<file path="src/rtl/register_read_arbiter.sv">
// Round-robin read arbiter: three requesters share one registered 16-to-1 mux select.
// Each grant is followed by one READ cycle, then rdata/rid/rvalid are presented for one cycle.
module register_read_arbiter #(
   parameter int unsigned DATA_WIDTH = 32,
   parameter int unsigned SEL_WIDTH  = 4
) (
   input  logic                  clk,
   input  logic                  reset,
   input  logic [2:0]            req,
   input  logic [SEL_WIDTH-1:0]  addr0,
   input  logic [SEL_WIDTH-1:0]  addr1,
   input  logic [SEL_WIDTH-1:0]  addr2,
   output logic [2:0]            grant,
   output logic [SEL_WIDTH-1:0]  mux_sel,
   input  logic [DATA_WIDTH-1:0] mux_data,
   output logic [DATA_WIDTH-1:0] rdata,
   output logic                  rvalid,
   output logic [1:0]            rid,
   output logic                  busy
);

   typedef enum logic [0:0] {StIdle, StRead} state_e;

   state_e                r_state;
   state_e                w_state_next;
   logic [1:0]            r_ptr;
   logic [1:0]            r_win;
   logic [SEL_WIDTH-1:0]  r_mux_sel;
   logic [DATA_WIDTH-1:0] r_rdata;
   logic [1:0]            r_rid;
   logic                  r_rvalid;

   logic [1:0]            w_win;
   logic [1:0]            w_ptr_next;
   logic                  w_grant_vld;
   logic [SEL_WIDTH-1:0]  w_addr;

   function automatic logic [1:0] inc3(input logic [1:0] v);
      return (v == 2'd2) ? 2'd0 : v + 2'd1;
   endfunction

   // First set request bit scanning ptr, ptr+1, ptr+2 (mod 3).
   always_comb begin
      logic [1:0] w_o1;
      logic [1:0] w_o2;
      w_o1 = inc3(r_ptr);
      w_o2 = inc3(w_o1);
      if (req[r_ptr])     w_win = r_ptr;
      else if (req[w_o1]) w_win = w_o1;
      else                w_win = w_o2;
   end

   assign w_grant_vld = !reset && (r_state == StIdle) && (req != 3'b000);
   assign w_ptr_next  = inc3(w_win);

   always_comb begin
      unique case (w_win)
         2'd0:    w_addr = addr0;
         2'd1:    w_addr = addr1;
         default: w_addr = addr2;
      endcase
   end

   // State register
   always_ff @(posedge clk or posedge reset) begin
      if (reset) r_state <= StIdle;
      else       r_state <= w_state_next;
   end

   // Next-state logic
   always_comb begin
      w_state_next = r_state;
      unique case (r_state)
         StIdle:  if (w_grant_vld) w_state_next = StRead;
         default: w_state_next = StIdle;
      endcase
   end

   // Output logic
   always_comb begin
      grant = 3'b000;
      busy  = (r_state == StRead);
      if (w_grant_vld) grant = 3'b001 << w_win;
   end

   always_ff @(posedge clk or posedge reset) begin
      if (reset) begin
         r_ptr     <= 2'd0;
         r_win     <= 2'd0;
         r_mux_sel <= '0;
         r_rdata   <= '0;
         r_rid     <= 2'd0;
         r_rvalid  <= 1'b0;
      end else begin
         r_rvalid <= 1'b0;
         if (w_grant_vld) begin
            r_mux_sel <= w_addr;
            r_win     <= w_win;
            r_ptr     <= w_ptr_next;
         end
         if (r_state == StRead) begin
            r_rdata  <= mux_data;
            r_rid    <= r_win;
            r_rvalid <= 1'b1;
         end
      end
   end

   assign mux_sel = r_mux_sel;
   assign rdata   = r_rdata;
   assign rid     = r_rid;
   assign rvalid  = r_rvalid;

endmodule

</file>
<file path="config.mk">
export PLATFORM = sky130hd
export DESIGN_NAME = register_read_arbiter
export DESIGN_NICKNAME = d
export VERILOG_FILES = /design/src/rtl/register_read_arbiter.sv
export SDC_FILE = /design/constraint.sdc
export NUM_CORES = 1
export LEC_CHECK = 0
export CAP_MARGIN = 15
export CORE_ASPECT_RATIO = 1.4
export CORE_UTILIZATION = 30
export DETAILED_ROUTE_END_ITERATION = 6
export DONT_BUFFER_PORTS = 1
export PLACE_DENSITY = 0.43
export REMOVE_ABC_BUFFERS = 1
export SKIP_CTS_REPAIR_TIMING = 1
export SYNTH_ARGS = -nofsm -noshare
export SYNTH_HDL_FRONTEND = slang
export SYNTH_SLANG_ARGS = --single-unit
</file>
<file path="constraint.sdc">
create_clock -name clk -period 1.9 [get_ports clk]
set_clock_uncertainty 0.05 [all_clocks]
set_input_delay 0.095 -clock clk [delete_from_list [all_inputs] [get_ports clk]]
set_output_delay 0.095 -clock clk [all_outputs]
set_load 0.005 [all_outputs]
</file>
# Yosys cells after proc, flatten, opt, wreduce, memory -nomap -nowiden
# Index checks and enable logic that the tools add are counted.
# classes
n_bitwise,1
muxes,14
reduce_logical,5
div_mod_pow,0
n_lt_le_gt_ge,2
eq_ne,4
n_addsub,3
mul,0
shifts,1
# op_table
op,n
two-way mux 2 bit,5
case mux 4 bit (2 select lines),1
"adder 2 x 1 -> 2 bit, second input constant",3
"equality test 2 bit, second input constant",3
"< comparator 2 x 3 -> 1 bit, second input constant",2
two-way mux 1 bit,5
binary-select mux 1 bit (select 2 bit),2
two-way mux 3 bit,1
nonzero test 3 bit,1
"<< shifter 1 x 2 -> 3 bit, first input constant",1
"equality test 2 x 1 -> 1 bit, second input constant",1
logical AND 1 bit,2
zero test 2 bit,1
zero test 1 bit,1
NOT 1 bit,1
# totals
ramBits,0
latchBits,0
mem_count,0
elab_cells,37
register_bits,44
in_bits,49
rom_bits,0

# Longest topological paths before layout
# depth
word_depth,8
depth_mapped,7

# Worst setup path after synthesis
# No wires, ideal clock.
# synth_timing
path_kind,register to register
start,register r_state (netlist: busy)
end,register r_ptr[1]
path_stages_with_launch,7
setup_slack_ns,0.369
arrival_time_ns,1.418
path_buffers,2
required_time_ns,1.788
cell_sequence,dfrtp_1 > buf_2 > or3_1 > buf_2 > clkinv_1 > and4_4 > a21o_2
# synth_via
elab_chain_cells,3
# synth_rtl
element,line_no,source
from (decl),24,state_e r_state;
from (signal assigned),66,if (reset) r_state <= StIdle;
from (signal assigned),67,else r_state <= w_state_next;
NOT 1 bit,-,
logical AND 1 bit (2 in series),53,assign w_grant_vld = !reset && (r_state == StIdle) && (req != 3'b000);
to (signal assigned),99,r_ptr <= w_ptr_next;
to (decl),26,logic [1:0] r_ptr;
# Every way passes these cells.
# A chain may end at the register's enable or synchronous reset.

# Final worst setup path
# layout_timing
start,register r_state (netlist: busy)
end,output grant[1]
# layout_via
elab_chain_cells,4
# layout_rtl
element,line_no,source
NOT 1 bit,-,
logical AND 1 bit (2 in series),53,
two-way mux 3 bit,83,if (w_grant_vld) grant = 3'b001 << w_win;
to (decl),13,"output logic [2:0] grant,"
# Every way passes these cells.

==> results.txt <==
max-slew violation count = 0
routing usage on met1 = 11.09%
PortBufs = 0
layout cell share with drive strength beyond 1 = 32.76%
sequential area share after synthesis = 60.19%
Worst R2R Path Depth = 6
Yosys warnings = 0
mux contribution to synthesized area = 20.93%
Setup crit end = grant[1]
n_diodes = 0
outcome = finished clean
nets@finish = 222
WHS = 0.002891 ns
Post-Synth Adder-Cell Area = 0%
Clock Path Buffers = 2
Overall Power = 2.456 mW
IO Count = 92
gr busiest metal = met2
global-route usage over all layers = 11.24%
most instantiated cells after synthesis = dfrtp_1 (44), mux2_2 (34), inv_1 (5), nor2_1 (5)
CP max stage delay = 0.51 ns
Synth area leader = dfrtp_1
maximum vdd drop = 0.3779 mV
vias = 1,194
synthesized area = 1829 um^2
main combinational cell family by area after synthesis = multiplexers
drt drc = 0
clock buffer count from CTS = 5
Critical path buffers and inverters = 2
drt via density = 4.893
Area growth, synth to finish = 31.19%
Seq cells post-synth = 44
first-pass GRT wire length = 5.230 mm
H-tree depth = 2
DRT Pass-1 Iters = 4
crit path kind = flop to primary output
Cells after Synth = 129
post-synth top area share = 60.19%
Row Count = 33
Crit. End Element = primary output
antenna violations before repair = 0
Clk Latency, worst-skew pair = 0.28 ns
Critical Path Start = busy
Synth Area per Inst = 14.18 um^2
Fmax = 0.5510 GHz
worst slew pin tran = 0.8994 ns
CP cell instances = or3_1 > clkinvlp_4 > and4_4 > buf_4
top_reg_cell synth = dfrtp_1
Synth Area in Compound Gates = 8.003%
Core Area = 5863 um^2
ys async rst share = 100.0%
critical path depth = 4
Hold Vio Cnt, Final = 0
Die W = 68.00 um
CP required = 1.75 ns
largest net degree at the start of global routing = 45
reg-to-reg endpoint = mux_sel[0]
vias in the first global route = 1,109
CP top delay family = simple AND/OR/NAND/NOR gates
Arr. time, crit path = 1.67 ns
RSZ-0062 raised after global routing = no
max_slew headroom = 39.95%
max-cap violations = 0
Netlist cell types = 29
Final setup viols = 0
GR Util met2 = 20.34%
Layout Utilization = 40.93%
Die Height = 94.40 um
routability-driven placement congestion ratio = 0.7124
Worst path slowest cell = or3_1
xor-xnor portion of the synthesized cell area = 0%
worst r2r src = busy
Starting Density = 31.20%
CTS clk-pin slew, worst paths = 0.08 ns
number of flops mapped to enable cells by yosys = 0
min-delay worst type = primary input to flop
Die ar. = 6418 um^2
post-route antenna net violation count = 0
Routed wire per std cell = 15.35 um
gr ovfl total = 0
HPWL after DPL = 2.524 mm
aggregate routed wire length = 3.746 mm
Clock Tree Root = clkbuf_8
largest cells by area after synthesis = dfrtp_1 (60%), mux2_2 (21%), a31oi_2 (2.7%)
met3 global-route usage = 3.382%
CP max FO = 6
reg2reg setup slack = 0.27 ns
simple-gate share of the synthesized area = 7.250%
clock sink count = 44
P_leak = 1.015 nW
Iteration-0 DRC Markers = 27
CP startpoint kind = flop
final period utilization = 95.53%
fin crit period = 1.815 ns
cell area power density = 1023 nW/um^2
CTS tree = yes
cell with the most instances after synthesis = dfrtp_1
[kinds of logic (layout without fill, tap and decap cells)]
| kind of cell | after synthesis | in the layout |
|---|---|---|
| simple gates | 22 | 22 |
| mux | 34 | 34 |
| buf+inv | 13 | 58 |
| flops | 44 | 44 |
| compound gates | 16 | 16 |
[sequential cells by signal, summed over array words and instances (netlist names)]
| name | count |
|---|---|
| rvalid | 1 |
| r_win | 2 |
| mux_sel | 4 |
| rdata | 32 |
| r_ptr | 2 |
| rid | 2 |
| busy | 1 |
[cell usage in the layout, fill, tap and decap left out, types with 4 or more instances in the layout]
cell type,netlist,final
nand4_1,4,4
buf_4,0,5
dfrtp_1,44,44
nor2_1,5,4
a31oi_2,4,4
dlygate4sd3_1,0,39
inv_1,5,4
clkbuf_8,0,6
a2bb2oi_1,4,4
mux2_2,34,34
[how the worst min path moves through the flow]
stage,startpoint,end,cells after the start
3_5_place_dp,reset,r_ptr[1],1
2_1_floorplan,req[0],r_ptr[0],2
4_1_cts,reset,r_ptr[1],1
5_1_grt,addr0[2],mux_sel[2],2
3_3_place_gp,reset,busy,1
6_report,addr0[2],mux_sel[2],2
[stage by stage]
step | worst slack (ns) | instance area (um^2) | std cells | TNS (ns)
finish | 0.08500 | 2400 | 244 | 0
global route | 0.01704 | 2400 | 244 | 0
CTS | -0.02567 | 1986 | 203 | -0.05104
detailed placement | 0.2780 | 1896 | 195 | 0
global placement | 0.3000 | 1896 | 195 | 0
floorplan | -0.3285 | 1785 | 122 | -1.478
[metal layers]
metal / up-vias / wire, um
li1: 547 / -
met1: 589 / 1306
met2: 55 / 2154
met3: 3 / 251
met4: 0 / 34
met5: - / 0
[final cells by class]
class                           instances  area (um^2)
Inverter                                6        26.28
Tap cell                               70        87.58
Multi-Input combinational cell         72        666.9
Sequential cell                        44         1101
Fill cell                             541         3463
Timing Repair Buffer                   44        427.9
Clock buffer                            8        90.09
[report_power, final]
part | switching [mW] | total, mW | internal, mW | leakage [nW]
clock network | 0.286 | 0.583 | 0.296 | 0.0455
logic | 0.228 | 0.547 | 0.319 | 0.449
registers | 0.182 | 1.33 | 1.14 | 0.520
No activity file was read; power rests on OpenSTA's default activity.
